### config.mk
export PLATFORM = sky130hd
export DESIGN_NAME = cdb_arbiter
export DESIGN_NICKNAME = d
export VERILOG_FILES = /design/src/rtl/cdb_arbiter.sv
export SDC_FILE = /design/constraint.sdc
export NUM_CORES = 1
export LEC_CHECK = 0
export ABC_AREA = 1
export BUFFER_PORTS_ARGS = -buffer_cell sky130_fd_sc_hd__buf_4
export CORE_ASPECT_RATIO = 0.6
export CORE_MARGIN = 2
export CORE_UTILIZATION = 45
export DETAILED_ROUTE_END_ITERATION = 12
export GPL_TIMING_DRIVEN = 0
export PLACE_DENSITY = 0.74
export RECOVER_POWER = 25
export SLEW_MARGIN = 20
export SYNTH_ARGS = -nofsm -noshare
export SYNTH_HDL_FRONTEND = slang
export SYNTH_SLANG_ARGS = --single-unit
### constraint.sdc
create_clock -name clk -period 5.8 [get_ports clk]
set_clock_uncertainty 0.15 [all_clocks]
set_input_delay 0 -clock clk [delete_from_list [all_inputs] [get_ports clk]]
set_output_delay 0 -clock clk [all_outputs]
set_load 0.1 [all_outputs]
### src/rtl/cdb_arbiter.sv
// Common data bus arbiter: queues ALU/LSB results and broadcasts one per cycle, round-robin.
// Latency 1 cycle on bypass; rdy=0 freezes everything; a full queue drops new results and sets overflow.

// Per-source result queue; simultaneous push/pop is legal when full.
// Latency: head visible the cycle after push; en=0 holds state, clr empties.
// No internal backpressure: the caller must not push into a full queue without popping.
module cdb_fifo #(
  parameter int DEPTH = 2,
  parameter int W     = 8
) (
  input  logic                     clk,
  input  logic                     rst_n,
  input  logic                     en,
  input  logic                     clr,
  input  logic                     push,
  input  logic                     pop,
  input  logic [W-1:0]             push_dat,
  output logic [W-1:0]             head_dat,
  output logic [$clog2(DEPTH):0]   count
);
  localparam int PW = $clog2(DEPTH);
  localparam int CW = PW + 1;

  logic [W-1:0]  mem [DEPTH];
  logic [PW-1:0] head;
  logic [PW-1:0] tail;

  always_ff @(posedge clk or negedge rst_n) begin
    if (!rst_n) begin
      head  <= '0;
      tail  <= '0;
      count <= '0;
    end else if (clr) begin
      head  <= '0;
      tail  <= '0;
      count <= '0;
    end else if (en) begin
      if (push) tail <= tail + PW'(1);
      if (pop)  head <= head + PW'(1);
      count <= count + CW'(push) - CW'(pop);
    end
  end

  always_ff @(posedge clk) begin
    if (en && !clr && push) mem[tail] <= push_dat;
  end

  assign head_dat = mem[head];
endmodule

// Top-level CDB arbiter.
// Latency: 1 cycle from grant to cdb_* (registered outputs).
// Backpressure: none toward sources; overflow flags any result lost to a full queue.
module cdb_arbiter #(
  parameter int FIFO_DEPTH = 2,
  parameter int ROB_W      = 5
) (
  input  logic             clk,
  input  logic             rst_n,
  input  logic             rdy,
  input  logic             clr,
  input  logic             alu_result_ready,
  input  logic [ROB_W-1:0] alu_result_rob_pos,
  input  logic [31:0]      alu_result_val,
  input  logic             lsb_result_ready,
  input  logic [ROB_W-1:0] lsb_result_rob_pos,
  input  logic [31:0]      lsb_result_val,
  output logic             cdb_valid,
  output logic [ROB_W-1:0] cdb_rob_pos,
  output logic [31:0]      cdb_val,
  output logic             alu_full,
  output logic             lsb_full,
  output logic             overflow
);
  localparam int CW = $clog2(FIFO_DEPTH) + 1;

  typedef struct packed {
    logic [ROB_W-1:0] tag;
    logic [31:0]      val;
  } ent_t;

  ent_t alu_in, lsb_in, alu_head, lsb_head, grant_dat;
  logic [CW-1:0] alu_cnt, lsb_cnt;
  logic alu_pres, lsb_pres, alu_cand, lsb_cand;
  logic grant_alu, grant_lsb, alu_pop, lsb_pop, alu_push, lsb_push, drop;
  logic last_alu;  // 1: ALU took the most recent grant

  assign alu_in   = '{tag: alu_result_rob_pos, val: alu_result_val};
  assign lsb_in   = '{tag: lsb_result_rob_pos, val: lsb_result_val};
  assign alu_full = (alu_cnt == CW'(FIFO_DEPTH));
  assign lsb_full = (lsb_cnt == CW'(FIFO_DEPTH));

  always_comb begin
    alu_pres  = rdy && alu_result_ready && (alu_result_rob_pos != '0);
    lsb_pres  = rdy && lsb_result_ready && (lsb_result_rob_pos != '0);
    alu_cand  = (alu_cnt != '0) || alu_pres;
    lsb_cand  = (lsb_cnt != '0) || lsb_pres;
    grant_alu = rdy && alu_cand && (!lsb_cand || !last_alu);
    grant_lsb = rdy && lsb_cand && !grant_alu;
    alu_pop   = grant_alu && (alu_cnt != '0);
    lsb_pop   = grant_lsb && (lsb_cnt != '0);
    // A bypassed input is consumed directly; otherwise it queues if there is (or will be) room.
    alu_push  = alu_pres && !(grant_alu && (alu_cnt == '0)) && (!alu_full || alu_pop);
    lsb_push  = lsb_pres && !(grant_lsb && (lsb_cnt == '0)) && (!lsb_full || lsb_pop);
    drop      = (alu_pres && alu_full && !alu_pop) || (lsb_pres && lsb_full && !lsb_pop);
    grant_dat = '0;
    if (grant_alu)      grant_dat = (alu_cnt != '0) ? alu_head : alu_in;
    else if (grant_lsb) grant_dat = (lsb_cnt != '0) ? lsb_head : lsb_in;
  end

  cdb_fifo #(.DEPTH(FIFO_DEPTH), .W($bits(ent_t))) u_alu_fifo (
    .clk(clk), .rst_n(rst_n), .en(rdy), .clr(clr),
    .push(alu_push), .pop(alu_pop), .push_dat(alu_in),
    .head_dat(alu_head), .count(alu_cnt)
  );

  cdb_fifo #(.DEPTH(FIFO_DEPTH), .W($bits(ent_t))) u_lsb_fifo (
    .clk(clk), .rst_n(rst_n), .en(rdy), .clr(clr),
    .push(lsb_push), .pop(lsb_pop), .push_dat(lsb_in),
    .head_dat(lsb_head), .count(lsb_cnt)
  );

  always_ff @(posedge clk or negedge rst_n) begin
    if (!rst_n) begin
      cdb_valid   <= 1'b0;
      cdb_rob_pos <= '0;
      cdb_val     <= '0;
      overflow    <= 1'b0;
      last_alu    <= 1'b0;
    end else if (clr) begin
      cdb_valid <= 1'b0;
      overflow  <= 1'b0;
      last_alu  <= 1'b0;
    end else if (rdy) begin
      cdb_valid <= grant_alu || grant_lsb;
      if (grant_alu || grant_lsb) begin
        cdb_rob_pos <= grant_dat.tag;
        cdb_val     <= grant_dat.val;
        last_alu    <= grant_alu;
      end
      if (drop) overflow <= 1'b1;
    end
  end
endmodule

==> run metrics <==
width of the die 180 um; post-synthesis sequential area ratio 67.7%; Post-synth ARST share 24.5%; Hold Vio Cnt, Final 0; Max FO, Critical Path 13; share of cells above drive strength 1 14.6%; Initial DRT Pass Iterations 6; CTS tree yes; post-synth top area cell edfxtp_1; initial core utilization 46.0%; WS Path Type flop to flop; WL met3 1.91 mm; CTS max path bufs 2; first-pass GRT wire length 35.7 mm; largest net degree at the start of global routing 49; grt ovf 0; Crit. End Element flop; top-count cell post-synth nand2_1; Syn. warnings 0; Mapped Nets 874; Wirelength per Cell 17.7 um; CTS Root Cell clkbuf_16; Leak 4.45 nW; status finished clean; Synth top cells by count nand2_1 (288), edfxtp_1 (148), o21ai_0 (82); met2 wire len 10.1 mm; H-Tree Level Count 4; via/cell ratio 5.26; startpoint types flop; Period minus WS final 3.01 ns; GRT Util Overall 23.8%; Synth Flop Type edfxtp_1; most used cell, CP nand2_1; Setup violations, final 0; number of global-route vias before repair 6583; max_slew headroom 49.3%; worst-path cell chain nor2_1 -> nand2_1 -> nand2_1 -> nand2_2 -> nand2_2 -> buf_6 -> nand2_1 -> nand2_1 -> nand2_2 -> nor3_4 -> buf_16 -> buf_8; synthesized instance count 791; Min Hold Slack 0.0135 ns; Peak VDD IR 0.291 mV; IO Pins 121; Hold/Removal Path Class primary input to asynchronous set/reset pin; period utilization 51.8%; GP Congestion 0.834; Slowest Stage Delay on Critical Path 0.60 ns; Die Ht 109 um; Yosys cell types 23; Non-Filler Instances 1271; highest layer used for signal routing met4; Worst-path clk slew 0.08 ns; mean post-synth cell area 10.5 um2; area grow syn2layout 30.2%; Clock Latency Late Sink 0.43 ns; IO Port Bufs 120; CTS Buf Count 17; detailed-route via count 6684; Slew Limit Fails 0; HPWL after DPL 15.1 mm; CP Data Arrival Time 2.99 ns; Worst Path Required 5.79 ns; Die ar. 19700 um2; number of remaining DRC errors 0; crit path launch u_lsb_fifo.count[1]; TNS Setup 0 ns; fmax 333 MHz; largest cells by area after synthesis edfxtp_1 (53%), dfrtp_1 (14%), nand2_1 (13%), o21ai_0 (4.9%), o22ai_1 (2.8%); Post-DRT Antenna Nets 0; reg2reg setup slack 2.79 ns; number of synthesized flops with an enable pin 148; Post-CTS Setup Inserts 0; Mapped Area 8330 um2; Cell Pwr Density 348 nW/um2; drt first-iter violations 650; cells on worst reg2reg path 12; RSZ-0062 raised after global routing false; # placed instances 1159; number of max-cap violations 0; CP max stage cell nor3_4; Least-Margin Pin Slew 0.759 ns; top-area cell type share of the netlist area 53.3%; reg-to-reg endpoint u_lsb_fifo.mem[1][5]; Net count, final 1100; clock sinks 196; CORE AREA 18100 um2; drt total wl 22.5 mm; RR Startpoint u_lsb_fifo.count[1]; met1 wire length 10.3 mm; Core Rows 38; initial antenna violation count 1; Yosys reg bits 196; Setup crit end u_lsb_fifo.mem[1][5]
[worst max-delay path: cells and delay by family (launching register included)]
kind,cells,cell delay (ns)
simple gates,9,1.56
buf+inv,3,0.56
flops,1,0.42
[what timing repair did]
action,CTS,global route
hold buffers,79,0
endpoints found under the setup margin,0,0
gates resized for setup,0,0
endpoints found under the hold margin,244,0
[state kept, by name, summed over array words and instances, names as in the netlist]
register	count
u_alu_fifo.mem	74
u_alu_fifo.head	1
last_alu	1
cdb_valid	1
u_lsb_fifo.head	1
u_lsb_fifo.tail	1
cdb_rob_pos	5
u_lsb_fifo.mem	74
u_lsb_fifo.count	2
cdb_val	32
u_alu_fifo.count	2
overflow	1
u_alu_fifo.tail	1
[how the worst min path moves through the flow]
| stage | from | endpoint | cells past startpoint |
|---|---|---|---|
| after floorplan | rst_n | cdb_rob_pos[0] | 0 |
| after global placement | rst_n | cdb_val[27] | 1 |
| after detailed placement | rst_n | cdb_val[25] | 1 |
| after CTS | lsb_result_ready | u_lsb_fifo.tail | 8 |
| after global routing | rst_n | cdb_val[27] | 2 |
| final | rst_n | cdb_val[23] | 2 |
[routing by layer]
layer / global-route usage (%) / vias to the layer above
met5: 0 / -
met4: 5.63 / 0
met3: 5.43 / 18
met2: 36.9 / 282
met1: 34.4 / 3190
li1: - / 3194
[final cells by class]
cell class / count / area [um2]
Antenna cell: 1 / 2.50
Buffer: 47 / 263
Clock buffer: 18 / 429
Clock inverter: 14 / 166
Fill cell: 1524 / 7270
Inverter: 30 / 113
Multi-Input combinational cell: 518 / 2320
Sequential cell: 196 / 5650
Tap cell: 240 / 300
Timing Repair Buffer: 207 / 1610
[through the flow]
step	total power, mW	cell area [um2]	worst slack, ns	utilization (%)
6_report	3.78	10800	2.79	59.9
5_1_grt	3.91	10800	2.60	59.9
4_1_cts	3.80	11000	2.79	61.0
3_5_place_dp	2.59	9660	2.82	53.3
3_3_place_gp	2.57	9540	-0.335	52.6
2_1_floorplan	2.32	8330	1.52	-
[cell families (layout without fill, tap and decap cells)]
| family | count (synthesis) | count (layout) | share of synthesized area (%) |
|---|---|---|---|
| adders and majority gates | 3 | 3 | 0.450 |
| AOI/OAI and AO/OA | 161 | 161 | 10.2 |
| DFF | 196 | 196 | 67.7 |
| buffers and inverters | 77 | 316 | 4.50 |
| other | 0 | 1 | 0 |
| and+or+nand+nor | 354 | 354 | 17.1 |
[cells in the final DEF (no fill, tap or decap), types with 4 or more instances in the layout]
cell,count
a21oi_1,42
o21ai_0,82
nand2_1,288
edfxtp_1,148
dlygate4sd3_1,79
dfrtp_1,48
nor2_1,9
buf_6,8
inv_1,23
o22ai_1,37
nand3_1,44
clkbuf_1,72
buf_4,69
clkbuf_16,17
clkinv_4,4
inv_2,6
buf_2,21
inv_6,4
[power by group]
part / switching (mW) / total, mW / internal, mW
registers: 0.0426 / 1.64 / 1.60
clock network: 0.571 / 1.19 / 0.617
logic: 0.718 / 0.952 / 0.234
total: 1.33 / 3.78 / 2.45
Note: power is estimated with default switching activity, not from simulation.
